**config.mk**
```make
export PLATFORM = sky130hd
export DESIGN_NAME = fb_reader
export DESIGN_NICKNAME = d
export VERILOG_FILES = /design/src/rtl/fb_reader.sv
export SDC_FILE = /design/constraint.sdc
export NUM_CORES = 1
export LEC_CHECK = 0
export CAP_MARGIN = 15
export CELL_PAD_IN_SITES_DETAIL_PLACEMENT = 2
export CELL_PAD_IN_SITES_GLOBAL_PLACEMENT = 2
export CORE_MARGIN = 5
export CORE_UTILIZATION = 42
export CTS_BUF_LIST = sky130_fd_sc_hd__clkbuf_4 sky130_fd_sc_hd__clkbuf_8
export CTS_CLUSTER_DIAMETER = 100
export CTS_CLUSTER_SIZE = 20
export DETAILED_ROUTE_END_ITERATION = 16
export DONT_BUFFER_PORTS = 1
export HOLD_SLACK_MARGIN = 0.15
export PLACE_DENSITY = 0.95
export SLEW_MARGIN = 40
export SYNTH_ARGS = -nofsm -noshare
export SYNTH_HDL_FRONTEND = slang
export SYNTH_SLANG_ARGS = --single-unit
```
**constraint.sdc**
```tcl
create_clock -name clk -period 4.7 [get_ports clk]
set_input_delay 1.41 -clock clk [delete_from_list [all_inputs] [get_ports clk]]
set_output_delay 1.41 -clock clk [all_outputs]
set_load 0.02 [all_outputs]
```
**src/rtl/fb_reader.sv**
```systemverilog
// Wishbone classic read master that streams the framebuffer in raster order
// into the write port of the pixel FIFO, pacing on the FIFO almost-full flag.
module fb_reader #(
  parameter int          HDISP    = 800,
  parameter int          VDISP    = 480,
  parameter logic [31:0] BASE_ADR = 32'h0000_0000
) (
  input  logic        clk,
  input  logic        rst_n,
  input  logic        enable,
  input  logic        frame_start,
  output logic        wb_cyc,
  output logic        wb_stb,
  output logic        wb_we,
  output logic [3:0]  wb_sel,
  output logic [2:0]  wb_cti,
  output logic [1:0]  wb_bte,
  output logic [31:0] wb_adr,
  input  logic        wb_ack,
  input  logic [31:0] wb_dat_sm,
  output logic [31:0] fifo_wdata,
  output logic        fifo_write,
  input  logic        fifo_walmost_full,
  output logic        frame_done,
  output logic        busy
);

  localparam int NWORDS = HDISP * VDISP;
  localparam int CW     = $clog2(NWORDS);
  localparam logic [CW-1:0] LAST_CNT = CW'(NWORDS - 1);

  localparam logic [1:0] IDLE = 2'd0;
  localparam logic [1:0] READ = 2'd1;
  localparam logic [1:0] HOLD = 2'd2;

  logic [1:0]    state;
  logic [CW-1:0] count;
  logic          restart;

  // Strobe follows the state directly so it drops the instant reset asserts.
  assign wb_cyc = (state == READ);
  assign wb_stb = (state == READ);
  assign wb_we  = 1'b0;
  assign wb_sel = 4'b1111;
  assign wb_cti = 3'b000;
  assign wb_bte = 2'b00;
  assign busy   = (state != IDLE);

  always_ff @(posedge clk or negedge rst_n) begin
    if (!rst_n) begin
      state      <= IDLE;
      count      <= '0;
      wb_adr     <= BASE_ADR;
      restart    <= 1'b0;
      fifo_write <= 1'b0;
      fifo_wdata <= '0;
      frame_done <= 1'b0;
    end else begin
      fifo_write <= 1'b0;
      frame_done <= 1'b0;
      case (state)
        IDLE: begin
          if (frame_start) begin
            count  <= '0;
            wb_adr <= BASE_ADR;
          end
          if (enable) state <= fifo_walmost_full ? HOLD : READ;
        end
        HOLD: begin
          if (frame_start) begin
            count  <= '0;
            wb_adr <= BASE_ADR;
          end
          if (!enable)                 state <= IDLE;
          else if (!fifo_walmost_full) state <= READ;
        end
        READ: begin
          if (wb_ack) begin
            if (restart || frame_start) begin
              // Resync: the completing word belongs to the old position, drop it.
              count   <= '0;
              wb_adr  <= BASE_ADR;
              restart <= 1'b0;
              state   <= IDLE;
            end else begin
              fifo_write <= 1'b1;
              fifo_wdata <= wb_dat_sm;
              if (count == LAST_CNT) begin
                count      <= '0;
                wb_adr     <= BASE_ADR;
                frame_done <= 1'b1;
              end else begin
                count  <= count + CW'(1);
                wb_adr <= wb_adr + 32'd4;
              end
              if (!enable)                state <= IDLE;
              else if (fifo_walmost_full) state <= HOLD;
            end
          end else if (frame_start) begin
            restart <= 1'b1;
          end
        end
        default: state <= IDLE;
      endcase
    end
  end

endmodule

```
==> impl_results.md <==
- DRC errors left: 0
- Post-Syn Instances: 449
- Layout Cells excl Fill: 577
- Clock Sinks: 86
- Pins over their slew limit: 0
- Vias/cell: 5.49
- DP Wirelength: 7910 um
- PortBufs: 0
- Hold_sp: count[8]
- Die height: 110 um
- Max Freq: 360 MHz
- Grt ovf: 0
- GP Congestion: 0.783
- Crit start category: register
- WP buf/inv: 0
- Crit-path slowest cell: nor2b_2
- Final Cycle Share: 0.591
- Crit path DAT: 1370 ps
- Worst min-delay path category: reg -> reg
- VDD IR-drop max: 0.000190 V
- Synth top area cells: dfrtp_1, nand2_1, xnor2_1
- Resized Gates After CTS: 0
- Worst-path clk slew: 90 ps
- First-pass GRT wire length: 18000 um
- Endpoints failing setup: 0
- Fin Setup TNS: 0 ps
- Area grow syn2layout: 5.07%
- Min cycle time layout: 2780 ps
- Critical path class: reg -> out
- Initial antenna violation count: 0
- Clk root buf: clkbuf_8
- Reg-to-reg critical path endpoint: wb_adr[18]
- Die width: 110 um
- CP Max Fanout: 8
- Initial Util: 0.428
- CP endpoint: wb_stb
- Setup Buffers After CTS: 0
- Clock Latency Late Sink: 370 ps
- Largest net degree at the start of global routing: 87
- Row count: 36
- DRT antenna net count: 0
- Largest buffer count on any clock path: 2
- PD cells: 412 nW/um^2
- Via count: 3169
- # IOs: 117
- Leakage: 1.98 nW
- Layout fillers: 1080
- Avg Cell Area, Syn: 9.29 um^2
- Least-Margin Pin Slew: 786 ps
- Register-to-register setup slack: 2280 ps
- Post-synthesis register bit count: 86
- H-tree lvl count: 3
- CP Launch Point: state[0]
- TritonCTS clock tree: done
- Core ar.: 9730 um^2
- Area after DPL: 4160 um^2
- Syn Std Cell Area: 4170 um^2
- Max incr delay on CP: 560 ps
- Number of global-route vias before repair: 3576
- Unique masters post-synth: 47
- Final Hold Fails: 0
- Worst-path cell chain: nor2b_2
- Initial DRC count: 108
- Final nets: 480
- Rel. slew slack: 0.475
- Yosys top cell area share: 0.516
- Design Area, Final: 4380 um^2
- RSZ-0062 raised after global routing: false
- Num CTS Buffers: 9
- Inst Count DP: 561
- Routed len/inst: 19.6 um
- Drt total wl: 11300 um
- # hold bufs at CTS: 0
- Critical path data required time: 3290 ps
- Yosys Warn Count: 0
- Share of cells above drive strength 1: 0.0811
- Worst Setup End Kind: output pin
- Ant diodes: 0
- Router iterations before antenna repair: 4
- Worst R2R Path Depth: 6
- GRT Overall Usage: 0.194
- Skew final: 9.93 ps
- Run status: complete, no violations
- Register area share after synthesis: 0.516
- Die ar.: 12000 um^2
- Critical Path Stages: 1
- Reg-to-reg startpoint: state[0]
- Max_cap viols: 0
- Synth area leader: dfrtp_1
- Crit path max-delay family: simple AND/OR/NAND/NOR gates
[power by group]
part	total (W)	internal (W)	switching, W	leakage, nW
registers	0.00111	0.000859	0.000247	1.15
logic	0.000181	0.0000601	0.000121	0.721
clock network	0.000518	0.000254	0.000264	0.102
[metal layers]
| metal | part of all wire | up-vias | GRT usage |
|---|---|---|---|
| met5 | 0 | - | 0 |
| met4 | 0.015 | 0 | 0.0659 |
| met3 | 0.090 | 15 | 0.0775 |
| met2 | 0.51 | 102 | 0.338 |
| met1 | 0.38 | 1621 | 0.216 |
| li1 | - | 1431 | - |
[synthesized netlist by cell type (all sizes together)]
| library cell | instances |
|---|---|
| xnor2 | 28 |
| o21a | 1 |
| and4 | 4 |
| dfrtp | 86 |
| o31ai | 1 |
| o211ai | 1 |
| nand2b | 2 |
| nor3b | 2 |
| conb | 2 |
| nand4 | 10 |
| a211o | 2 |
| nand2 | 129 |
| a211oi | 2 |
| nor3 | 10 |
| and2 | 3 |
| buf | 26 |
| and3 | 9 |
| a21o | 1 |
| nor2b | 1 |
| and3b | 1 |
| ha | 2 |
| o41ai | 1 |
| a21oi | 6 |
| nor4b | 1 |
| nand3 | 14 |
| or2 | 1 |
| nor4 | 14 |
| nor2 | 48 |
| inv | 7 |
| a31oi | 2 |
| nand3b | 3 |
| or3 | 1 |
| clkbuf | 6 |
| xor2 | 8 |
| o21ai | 11 |
| and2b | 1 |
| o2111ai | 2 |
[how the worst min path moves through the flow]
| stage | end | depth (start not counted) |
|---|---|---|
| after global placement | count[8] | 1 |
| after floorplan | count[8] | 1 |
| after detailed placement | count[8] | 1 |
| after global routing | count[8] | 1 |
| final | count[8] | 1 |
| after CTS | count[8] | 1 |
[logic make-up (layout without fill, tap and decap cells)]
family / Yosys count / after routing / share of synthesized area
flops: 86 / 86 / 0.516
simple gates: 254 / 254 / 0.291
fa+ha+maj: 2 / 2 / 0.00600
buf+inv: 39 / 24 / 0.0591
xor+xnor: 36 / 36 / 0.0756
other cells: 2 / 12 / 0.00180
compound gates: 30 / 30 / 0.0507
[state kept, by name, indices dropped and copies added (netlist names)]
name and count:
fifo_wdata 32, wb_adr 30, count 19, state 2, fifo_write 1, frame_done 1
restart 1
[stage by stage]
stage | setup slack, ps | power, W | hold WS (ps) | util
final | 1920 | 0.00180 | 511 | 0.450
after global routing | 1810 | 0.00190 | 525 | 0.450
after CTS | 1900 | 0.00183 | 512 | 0.447
after detailed placement | 1610 | 0.00130 | 492 | 0.428
after global placement | 1470 | 0.00128 | 475 | 0.428
after floorplan | 2180 | 0.00124 | 460 | -
[placed cells by master (no fill, tap or decap), drive strengths merged, types with 3 or more instances in the layout]
| cell | instances |
|---|---|
| inv | 7 |
| nor4 | 14 |
| nand4 | 10 |
| dfrtp | 86 |
| xnor2 | 28 |
| xor2 | 8 |
| and2 | 3 |
| clkinv | 4 |
| a21oi | 6 |
| nor2 | 48 |
| nand3 | 14 |
| and3 | 9 |
| o21ai | 11 |
| conb | 12 |
| nand2 | 129 |
| and4 | 4 |
| nand3b | 3 |
| nor3 | 10 |
| clkbuf | 11 |
[area by class of cell]
class	count	area (um^2)	area share
tap	133	166	0.0380
clock buffer	10	138	0.0314
clock inverter	5	50.0	0.0114
inverter	7	26.3	0.00600
multi-input combinational	334	1820	0.414
timing repair buffer	2	32.5	0.00743
sequential	86	2150	0.491
Power figures use the tool's default switching activity.
